`config.mk`:
```
export PLATFORM = sky130hd
export DESIGN_NAME = dfi_write_sequencer
export DESIGN_NICKNAME = d
export VERILOG_FILES = /design/src/rtl/dfi_write_sequencer.sv
export SDC_FILE = /design/constraint.sdc
export NUM_CORES = 1
export LEC_CHECK = 0
export BUFFER_PORTS_ARGS = -buffer_cell sky130_fd_sc_hd__buf_2
export CORE_UTILIZATION = 51
export CTS_CLUSTER_DIAMETER = 40
export DETAILED_ROUTE_END_ITERATION = 16
export PLACE_DENSITY_LB_ADDON = 0.05
export SKIP_CTS_REPAIR_TIMING = 1
export SYNTH_ARGS = -nofsm -noshare
export SYNTH_HDL_FRONTEND = slang
export SYNTH_SLANG_ARGS = --single-unit
```
`constraint.sdc`:
```
create_clock -name clk_i -period 2.6 [get_ports clk_i]
set_input_delay 0.52 -clock clk_i [delete_from_list [all_inputs] [get_ports clk_i]]
set_output_delay 0.52 -clock clk_i [all_outputs]
set_load 0.01 [all_outputs]
```
`src/rtl/dfi_write_sequencer.sv`:
```
// ---------------------------------------------------------------------------
// dfi_write_sequencer
//
// Controller-side stage driving the DFI phase-0 inputs in 1:1 frequency-ratio
// mode. It accepts one write request at a time and issues the two-cycle DDR5
// write command. After the write latency it streams an 8-beat (BL16) or
// 16-beat (BL32) data burst, which it pulls from a valid/ready write-data source.
//
// Optional feature macro: DFI_SEQ_MASK_EN
//   defined   : dfi_wrdata_mask_p0 follows wmask_i per beat, all ones on
//               underflow beats
//   undefined : wmask_i is ignored and dfi_wrdata_mask_p0 is constant 0
//
// Parameters
//   pDRAM_SIZE : device width; data bus 2*pDRAM_SIZE, mask pDRAM_SIZE/4
//   pNUM_RANK  : number of ranks (chip-select width)
//   pWL        : cycles from command cycle 1 to first write-data enable (2..31)
//   pGAP       : idle cycles after the burst before the next accept (0..7)
//
// Ports
//   clk_i, rst_i                 : clock (rising edge), async active-low reset
//   req_valid_i / req_ready_o    : request handshake (ready only in IDLE)
//   req_rank_i, req_addr_i       : one-hot rank, bank/column address fields
//   req_bl32_i                   : 1 = BL32 (16 beats), 0 = BL16 (8 beats)
//   wdata_valid_i/wdata_ready_o  : write-data source handshake (ready = pop)
//   wdata_i, wmask_i             : beat data and mask
//   dfi_cs_n_p0, dfi_address_p0  : command outputs
//   dfi_wrdata_en_p0, dfi_wrdata_p0, dfi_wrdata_mask_p0 : data outputs
//   err_underflow_o              : sticky underflow flag, cleared by reset only
// ---------------------------------------------------------------------------
module dfi_write_sequencer #(
    parameter int pDRAM_SIZE = 4,
    parameter int pNUM_RANK  = 1,
    parameter int pWL        = 6,
    parameter int pGAP       = 2
) (
    input  logic                      clk_i,
    input  logic                      rst_i,
    input  logic                      req_valid_i,
    output logic                      req_ready_o,
    input  logic [pNUM_RANK-1:0]      req_rank_i,
    input  logic [21:0]               req_addr_i,
    input  logic                      req_bl32_i,
    input  logic                      wdata_valid_i,
    output logic                      wdata_ready_o,
    input  logic [2*pDRAM_SIZE-1:0]   wdata_i,
    input  logic [pDRAM_SIZE/4-1:0]   wmask_i,
    output logic [pNUM_RANK-1:0]      dfi_cs_n_p0,
    output logic [13:0]               dfi_address_p0,
    output logic                      dfi_wrdata_en_p0,
    output logic [2*pDRAM_SIZE-1:0]   dfi_wrdata_p0,
    output logic [pDRAM_SIZE/4-1:0]   dfi_wrdata_mask_p0,
    output logic                      err_underflow_o
);

    localparam int DW = 2 * pDRAM_SIZE;
    localparam int MW = pDRAM_SIZE / 4;

    // WAIT lasts pWL-2 cycles, so the counter starts at pWL-3 and the state
    // leaves when it reads 0. Unused when pWL = 2 (WAIT skipped).
    localparam logic [4:0] WAIT_LOAD = 5'(pWL - 3);
    // GAP lasts pGAP cycles. Unused when pGAP = 0 (GAP skipped).
    localparam logic [2:0] GAP_LOAD  = 3'(pGAP - 1);

    typedef enum logic [2:0] {
        IDLE,
        CMD1,
        CMD2,
        WAIT,
        DATA,
        GAP
    } state_t;

    state_t              state_q, state_d;
    logic [pNUM_RANK-1:0] rank_q, rank_d;
    logic [21:0]         addr_q, addr_d;
    logic                bl32_q, bl32_d;
    logic [4:0]          waitCnt_q, waitCnt_d;
    logic [3:0]          beatCnt_q, beatCnt_d;
    logic [2:0]          gapCnt_q, gapCnt_d;

    logic                reqReady_q, reqReady_d;
    logic                wdReady_q, wdReady_d;
    logic [pNUM_RANK-1:0] csN_q, csN_d;
    logic [13:0]         address_q, address_d;
    logic                wrEn_q, wrEn_d;
    logic [DW-1:0]       wrData_q, wrData_d;
    logic [MW-1:0]       wrMask_q, wrMask_d;
    logic                underflow_q, underflow_d;

`ifndef DFI_SEQ_MASK_EN
    logic unusedWmask;
    assign unusedWmask = ^wmask_i;
`endif

    // Next-state logic. All outputs are registered, so each output's next
    // value is derived from the state being entered (state_d), not the
    // current one.
    always_comb begin
        state_d   = state_q;
        rank_d    = rank_q;
        addr_d    = addr_q;
        bl32_d    = bl32_q;
        waitCnt_d = waitCnt_q;
        beatCnt_d = beatCnt_q;
        gapCnt_d  = gapCnt_q;

        case (state_q)
            IDLE: begin
                if (req_valid_i && reqReady_q) begin
                    state_d = CMD1;
                    rank_d  = req_rank_i;
                    addr_d  = req_addr_i;
                    bl32_d  = req_bl32_i;
                end
            end
            CMD1: state_d = CMD2;
            CMD2: begin
                if (pWL == 2) begin
                    state_d   = DATA;
                    beatCnt_d = bl32_q ? 4'd15 : 4'd7;
                end else begin
                    state_d   = WAIT;
                    waitCnt_d = WAIT_LOAD;
                end
            end
            WAIT: begin
                if (waitCnt_q == 5'd0) begin
                    state_d   = DATA;
                    beatCnt_d = bl32_q ? 4'd15 : 4'd7;
                end else begin
                    waitCnt_d = waitCnt_q - 5'd1;
                end
            end
            DATA: begin
                if (beatCnt_q == 4'd0) begin
                    if (pGAP == 0) begin
                        state_d = IDLE;
                    end else begin
                        state_d  = GAP;
                        gapCnt_d = GAP_LOAD;
                    end
                end else begin
                    beatCnt_d = beatCnt_q - 4'd1;
                end
            end
            GAP: begin
                if (gapCnt_q == 3'd0) begin
                    state_d = IDLE;
                end else begin
                    gapCnt_d = gapCnt_q - 3'd1;
                end
            end
            default: state_d = IDLE;
        endcase

        csN_d     = '1;
        address_d = '0;
        if (state_d == CMD1) begin
            csN_d     = ~rank_d;
            address_d = {addr_d[8:0], 5'b01101};
        end else if (state_d == CMD2) begin
            address_d = {bl32_q, addr_q[21:9]};
        end

        // A pop slot (wdReady_q) always precedes a DATA cycle, so the beat
        // taken in this cycle is exactly what the next DATA cycle presents.
        wrEn_d   = (state_d == DATA);
        wrData_d = '0;
        wrMask_d = '0;
        if (wdReady_q) begin
            if (wdata_valid_i) begin
                wrData_d = wdata_i;
            end
`ifdef DFI_SEQ_MASK_EN
            wrMask_d = wdata_valid_i ? wmask_i : '1;
`endif
        end
        underflow_d = underflow_q | (wdReady_q & ~wdata_valid_i);

        // Pop strobe runs one cycle ahead of each beat: the last cycle before
        // DATA plus every DATA cycle except the final one.
        wdReady_d = ((state_d == DATA) && (beatCnt_d != 4'd0)) ||
                    ((state_d == CMD2) && (pWL == 2)) ||
                    ((state_d == WAIT) && (waitCnt_d == 5'd0));
        reqReady_d = (state_d == IDLE);
    end

    // State and output registers; reset returns everything to idle values
    // immediately, abandoning any burst in flight.
    always_ff @(posedge clk_i or negedge rst_i) begin
        if (!rst_i) begin
            state_q     <= IDLE;
            rank_q      <= '0;
            addr_q      <= '0;
            bl32_q      <= 1'b0;
            waitCnt_q   <= '0;
            beatCnt_q   <= '0;
            gapCnt_q    <= '0;
            reqReady_q  <= 1'b0;
            wdReady_q   <= 1'b0;
            csN_q       <= '1;
            address_q   <= '0;
            wrEn_q      <= 1'b0;
            wrData_q    <= '0;
            wrMask_q    <= '0;
            underflow_q <= 1'b0;
        end else begin
            state_q     <= state_d;
            rank_q      <= rank_d;
            addr_q      <= addr_d;
            bl32_q      <= bl32_d;
            waitCnt_q   <= waitCnt_d;
            beatCnt_q   <= beatCnt_d;
            gapCnt_q    <= gapCnt_d;
            reqReady_q  <= reqReady_d;
            wdReady_q   <= wdReady_d;
            csN_q       <= csN_d;
            address_q   <= address_d;
            wrEn_q      <= wrEn_d;
            wrData_q    <= wrData_d;
            wrMask_q    <= wrMask_d;
            underflow_q <= underflow_d;
        end
    end

    assign req_ready_o        = reqReady_q;
    assign wdata_ready_o      = wdReady_q;
    assign dfi_cs_n_p0        = csN_q;
    assign dfi_address_p0     = address_q;
    assign dfi_wrdata_en_p0   = wrEn_q;
    assign dfi_wrdata_p0      = wrData_q;
    assign dfi_wrdata_mask_p0 = wrMask_q;
    assign err_underflow_o    = underflow_q;

endmodule
```
After elaboration in Yosys (flattened, before gate mapping)
Index checks and enable logic that the tools add are counted.
- bits in registers: 66
- bits of input ports: 37
- output and inout port bits: 28
- word-level logic and storage cells: 70
- $add $sub $neg: 3
- equal/unequal tests: 11
- mux-type cells: 23
- bitwise logic cells: 4
- reductions and logical operators: 14
- operators by type and width (operator ; count):
    14-bit two-way mux ; 2
    3-bit two-way mux ; 6
    9-bit two-way mux ; 2
    3-bit one-hot mux with 6 select lines ; 1
    8-bit two-way mux ; 2
    3-bit by 2-bit == test with 1-bit output, second input constant ; 4
    4-bit two-way mux ; 3
    5-bit logical NOT ; 2
    5-bit one-hot mux with 2 select lines ; 1
    3-bit == test, second input constant ; 3
    3-bit logical NOT ; 3
    4-bit one-hot mux with 2 select lines ; 1
    3-bit by 1-bit == test with 1-bit output, second input constant ; 2
    3-bit one-hot mux with 2 select lines ; 1
    5-bit two-way mux ; 1
    5-bit by 1-bit subtractor with 5-bit output, second input constant ; 1
    4-bit logical NOT ; 1
    2-bit != test, second input constant ; 2
    4-bit nonzero test ; 1
    4-bit by 1-bit subtractor with 4-bit output, second input constant ; 1
    1-bit logical AND ; 3
    1-bit two-way mux ; 3
    3-bit AND reduction ; 1
    3-bit by 1-bit subtractor with 3-bit output, second input constant ; 1
    other kinds (6) ; 7

Longest topological paths before layout
- word-level depth: 6
- mapped depth: 8
- mapped depth without buffers: 7

Worst setup path before layout
OpenSTA, ideal clock, no wires.
- path kind: register to register
- start point: register waitCnt_q[0]
- end point: register wdReady_q (netlist: wdata_ready_o)
- setup time: 0.131 ns
- data arrival time: 2.186 ns
- required time: 2.469 ns
- slack: 0.283 ns
- stages on the path, launching flop included: 9
- buffers on the path: 1
- period minus slack after synthesis: 2.317 ns
- cell sequence: dfrtp_1 inv_1 ha_1 or4b_4 buf_6 or4_1 a32o_1 a211oi_2 o32ai_1
- cells in the longest elaborated chain, start to end: 6
- elaborated cells on any way between the ends: 15
- classes of those cells: add/sub: 1; eq/ne: 2; mux: 6; reduce/logical: 6
- ends and longest elaborated chain (item ; RTL line ; text):
    start, declared ; 78 ; logic [4:0] waitCnt_q, waitCnt_d;
    start signal, assigned ; 213 ; waitCnt_q <= waitCnt_d;
    5-bit logical NOT ; 128 ; if (waitCnt_q == 5'd0) begin
    4-bit two-way mux ; 128 ;
    4-bit one-hot mux with 2 select lines ; 108 ; case (state_q)
    net beatCnt_d[3] ; 79 ; logic [3:0] beatCnt_q, beatCnt_d;
    4-bit nonzero test ; 183 ; wdReady_d = ((state_d == DATA) && (beatCnt_d != 4'd0)) ||
    1-bit logical AND ; 183 ;
    1-bit logical OR ; 184 ; ((state_d == CMD2) && (pWL == 2)) ||
    net wdReady_d ; 83 ; logic wdReady_q, wdReady_d;
    end signal, assigned ; 217 ; wdReady_q <= wdReady_d;
    end, declared ; 83 ;
The timed path passes the listed nets, and every way through them passes these cells.
A chain may end at the register's enable or synchronous reset.

Worst setup path after layout
Ends and elaborated chain as after synthesis.

==> metrics list <==
- The most used flip-flop cell after synthesis is sky130_fd_sc_hd__dfrtp_1.
- TritonCTS built the clock tree.
* Total leakage power: 1.50 nW
- Counting every sink on the clock net gives 56.
- Along the worst path, the maximum fanout reaches 5.
- Number of antenna-violating nets in the routed design: 0
- Summing all multi-input logic gate instances after layout gives 848 um^2.
- Wire length of the first global-routing pass: 7.38 mm
* Max-slew violation count: 0
- The share of the Yosys chip area taken by registers is 0.602.
* Netlist cell types: 43
* # rows: 24
* Total of fill cells in the finished design: 353
- Mean Syn Cell Area: 12.5 um^2
* Setup repair after global routing missed its margin: no
* Residual DRC: 0
- Setup violations remaining at the end of the flow were counted as 0.
* Worst Tran Pin Value: 0.683 ns
* Number of instances in the synthesized netlist: 187
- Counting every net in the synthesized netlist gives 228.
- Count of buffers inserted at the top-level ports: 62
* Final worst clock skew: 0.00712 ns
- Final design area excluding fillers: 0.00280 mm^2
- Clock-pin slew was measured on the worst setup and hold paths at 0.09 ns.
* Maximum clock path buffer count: 2
- Via count of the first global-routing pass: 1,558
* H-Tree Depth: 2
- The floorplan step set the die height to 69.6 um.
- After detailed routing, the number of vias per cell comes to 5.35.
- WP data required: 2.79 ns
- The run finished with clean final reports.
- Entering global routing, the biggest net connects 57 pins.
- Final clock period utilization by the worst path: 0.910
* Cell area after technology mapping: 0.00233 mm^2
- Share of cells above drive strength 1: 0.374
- Die area: 0.00484 mm^2
- The routed design has 4.29 mm of wire.
* Number of flip-flops and latches in the synthesized netlist: 56
- 65 I/O pins were placed.
- The setup path with the least slack is of type flip-flop to flip-flop.
* Crit path time final: 2.37 ns
* Area after DPL: 0.00271 mm^2
* Register area: 0.00140 mm^2
* Initial antenna violation count: 0
- After synthesis, the share of flip-flops with an asynchronous set or reset is 1.00.
- Before antenna repair, the detailed router went through 4 iterations.
* Final setup slack of the worst path: 0.233 ns
* Worst slew margin relative to its limit: 0.545
* CP Data Arrival Time: 2.56 ns
- OpenSTA, run right after detailed placement, puts the worst setup slack at 0.258 ns.
* Sort of element at the end of the critical path: flip-flop
* Aggregate global-route resource usage: 0.194
* Worst reg2reg startpoint: waitCnt_q[0]$_DFF_PN0_
- The Yosys step of the flow raised 0 warnings.
* Routed wire per std cell: 14.0 um
- The repair_antennas step left the layout with diodes totalling 0.
* Syn-to-layout area delta: 20.0%
* Worst skew pair latency: 0.31 ns
* Placed instance count: 298
- IR analysis of the VDD net gives a maximum drop of 0.000419 V.
- The most critical setup path has its startpoint at waitCnt_q[0]$_DFF_PN0_.
- Final-report hold violation count: 0
- In this run the power density over the cells is 811 mW/mm^2.
- After the first detailed-routing iteration, the DRC count stood at 81.
* Number of enable-type register cells in the synthesized netlist: 0
- Setup TNS: 0 ns
- Worst min path class: input pin to async pin
* Clk root buf: sky130_fd_sc_hd__clkbuf_8
* Critical Path Source Type: flip-flop
- Once layout is complete, the utilization of the core stands at 0.638.
- Total vias in the final route: 1,637
* DIE WIDTH: 69.6 um
- Remaining global-route overflow: 0
- The number of clock buffers added by TritonCTS is 5.
- Final standard cell count with taps included and fillers excluded: 306
- The tool flagged a number of max-cap violations equal to 0.
* Detailed Place HPWL: 2.94 mm
- The congestion estimate from routability-driven global placement came to 0.730.
- Placeable Area: 0.00438 mm^2
- Final net count: 294
* Maximum clock rate: 422 MHz
* Effective utilization at floorplan: 0.531
kinds of logic after synthesis:
family,Yosys count,share of synthesized area
other,1,0.00161
AO/OA/AOI/OAI,36,0.124
multiplexers,16,0.0763
adder cells (fa/ha/maj),4,0.0215
AND/OR/NAND/NOR,52,0.126
flip-flops,56,0.602
buffers and inverters,18,0.0338
XOR/XNOR,4,0.0150
cells in the mapped netlist, drive strengths merged, types with 5 or more instances:
cell / count / area (um^2)
nand2: 11 / 41.3
clkbuf: 7 / 26.3
a21o: 5 / 37.5
dfrtp: 55 / 1380
mux2: 14 / 158
nor2: 6 / 22.5
inv: 9 / 33.8
nor3: 5 / 25.0
o21ai: 6 / 30.0
and3: 8 / 50.1
a22o: 10 / 87.6
nand2b: 6 / 37.5
stage by stage:
| stage | hold WS, ns | power (mW) |
|---|---|---|
| 6_report | 0.317 | 2.27 |
| 5_1_grt | 0.300 | 2.43 |
| 4_1_cts | 0.303 | 2.30 |
| 3_5_place_dp | 0.442 | 1.81 |
| 3_3_place_gp | 0.435 | 1.80 |
| 2_1_floorplan | 0.224 | 1.61 |
state kept, by name (all words and copies together) (netlist names):
name              cells
dfi_address_p0       14
addr_q               13
dfi_wrdata_p0         8
waitCnt_q             5
beatCnt_q             4
gapCnt_q              3
state_q               3
bl32_q                1
dfi_cs_n_p0           1
dfi_wrdata_en_p0      1
err_underflow_o       1
req_ready_o           1
wdata_ready_o         1
cell type report:
cell class / count / area share
clock buffer: 5 / 0.0246
tap: 52 / 0.0233
inverter: 9 / 0.0121
clock inverter: 3 / 0.00761
timing repair buffer: 68 / 0.127
multi-input combinational: 113 / 0.303
sequential: 56 / 0.502
final timing paths:
path	cells after the start	to	slack, ns
worst min register to register	1	err_underflow_o$_DFF_PN0_	0.46
worst min-delay path	2	gapCnt_q[0]$_DFFE_PN0P_	0.32
worst max register to register	7	wdata_ready_o$_DFF_PN0_	0.23
max in group asynchronous	2	beatCnt_q[3]$_DFF_PN0_	1.82
worst max-delay path	7	wdata_ready_o$_DFF_PN0_	0.23
min in group clk_i	2	dfi_cs_n_p0$_DFF_PN1_	0.32
critical path, cell delays in order, from the launching register on:
cell and delay, ns:
sky130_fd_sc_hd__dfrtp_1 0.43, sky130_fd_sc_hd__inv_1 0.09, sky130_fd_sc_hd__ha_1 0.18, sky130_fd_sc_hd__or4b_4 0.46, sky130_fd_sc_hd__or4_1 0.49, sky130_fd_sc_hd__a32o_1 0.26
sky130_fd_sc_hd__a211oi_2 0.22, sky130_fd_sc_hd__o32ai_1 0.12
cell usage in the layout (no fill, tap or decap), types with 2 or more instances in the layout:
cell	n
sky130_fd_sc_hd__mux2i_1	2
sky130_fd_sc_hd__a211o_1	2
sky130_fd_sc_hd__nand2b_1	6
sky130_fd_sc_hd__a22oi_1	2
sky130_fd_sc_hd__buf_2	62
sky130_fd_sc_hd__xor2_1	2
sky130_fd_sc_hd__xnor2_1	2
sky130_fd_sc_hd__or4_1	2
sky130_fd_sc_hd__nor3_1	5
sky130_fd_sc_hd__inv_1	8
sky130_fd_sc_hd__o21ai_0	6
sky130_fd_sc_hd__and2_1	2
sky130_fd_sc_hd__nor2b_1	2
sky130_fd_sc_hd__clkbuf_8	5
sky130_fd_sc_hd__or3_1	2
sky130_fd_sc_hd__and3_1	8
sky130_fd_sc_hd__nand3_1	3
sky130_fd_sc_hd__dfrtp_1	55
sky130_fd_sc_hd__a32o_1	2
sky130_fd_sc_hd__nor2_1	6
sky130_fd_sc_hd__nand2_1	11
sky130_fd_sc_hd__buf_4	6
sky130_fd_sc_hd__mux2_2	14
sky130_fd_sc_hd__a21o_1	5
sky130_fd_sc_hd__ha_1	4
sky130_fd_sc_hd__a22o_1	10
per-layer routing:
metal  share of wire  vias to the layer above  track usage  wire length, um
li1                -                      792            -                -
met1            0.48                      785        0.270             2040
met2            0.46                       55        0.298             1970
met3           0.052                        5       0.0581              222
met4           0.012                        0       0.0544               53
met5               0                        -            0                0
report_power, final:
group | internal [mW] | total (mW) | switching [mW]
registers | 1.03 | 1.19 | 0.153
logic | 0.301 | 0.604 | 0.303
clock network | 0.192 | 0.477 | 0.285
total | 1.53 | 2.27 | 0.741
No activity file was read; power rests on OpenSTA's default activity.
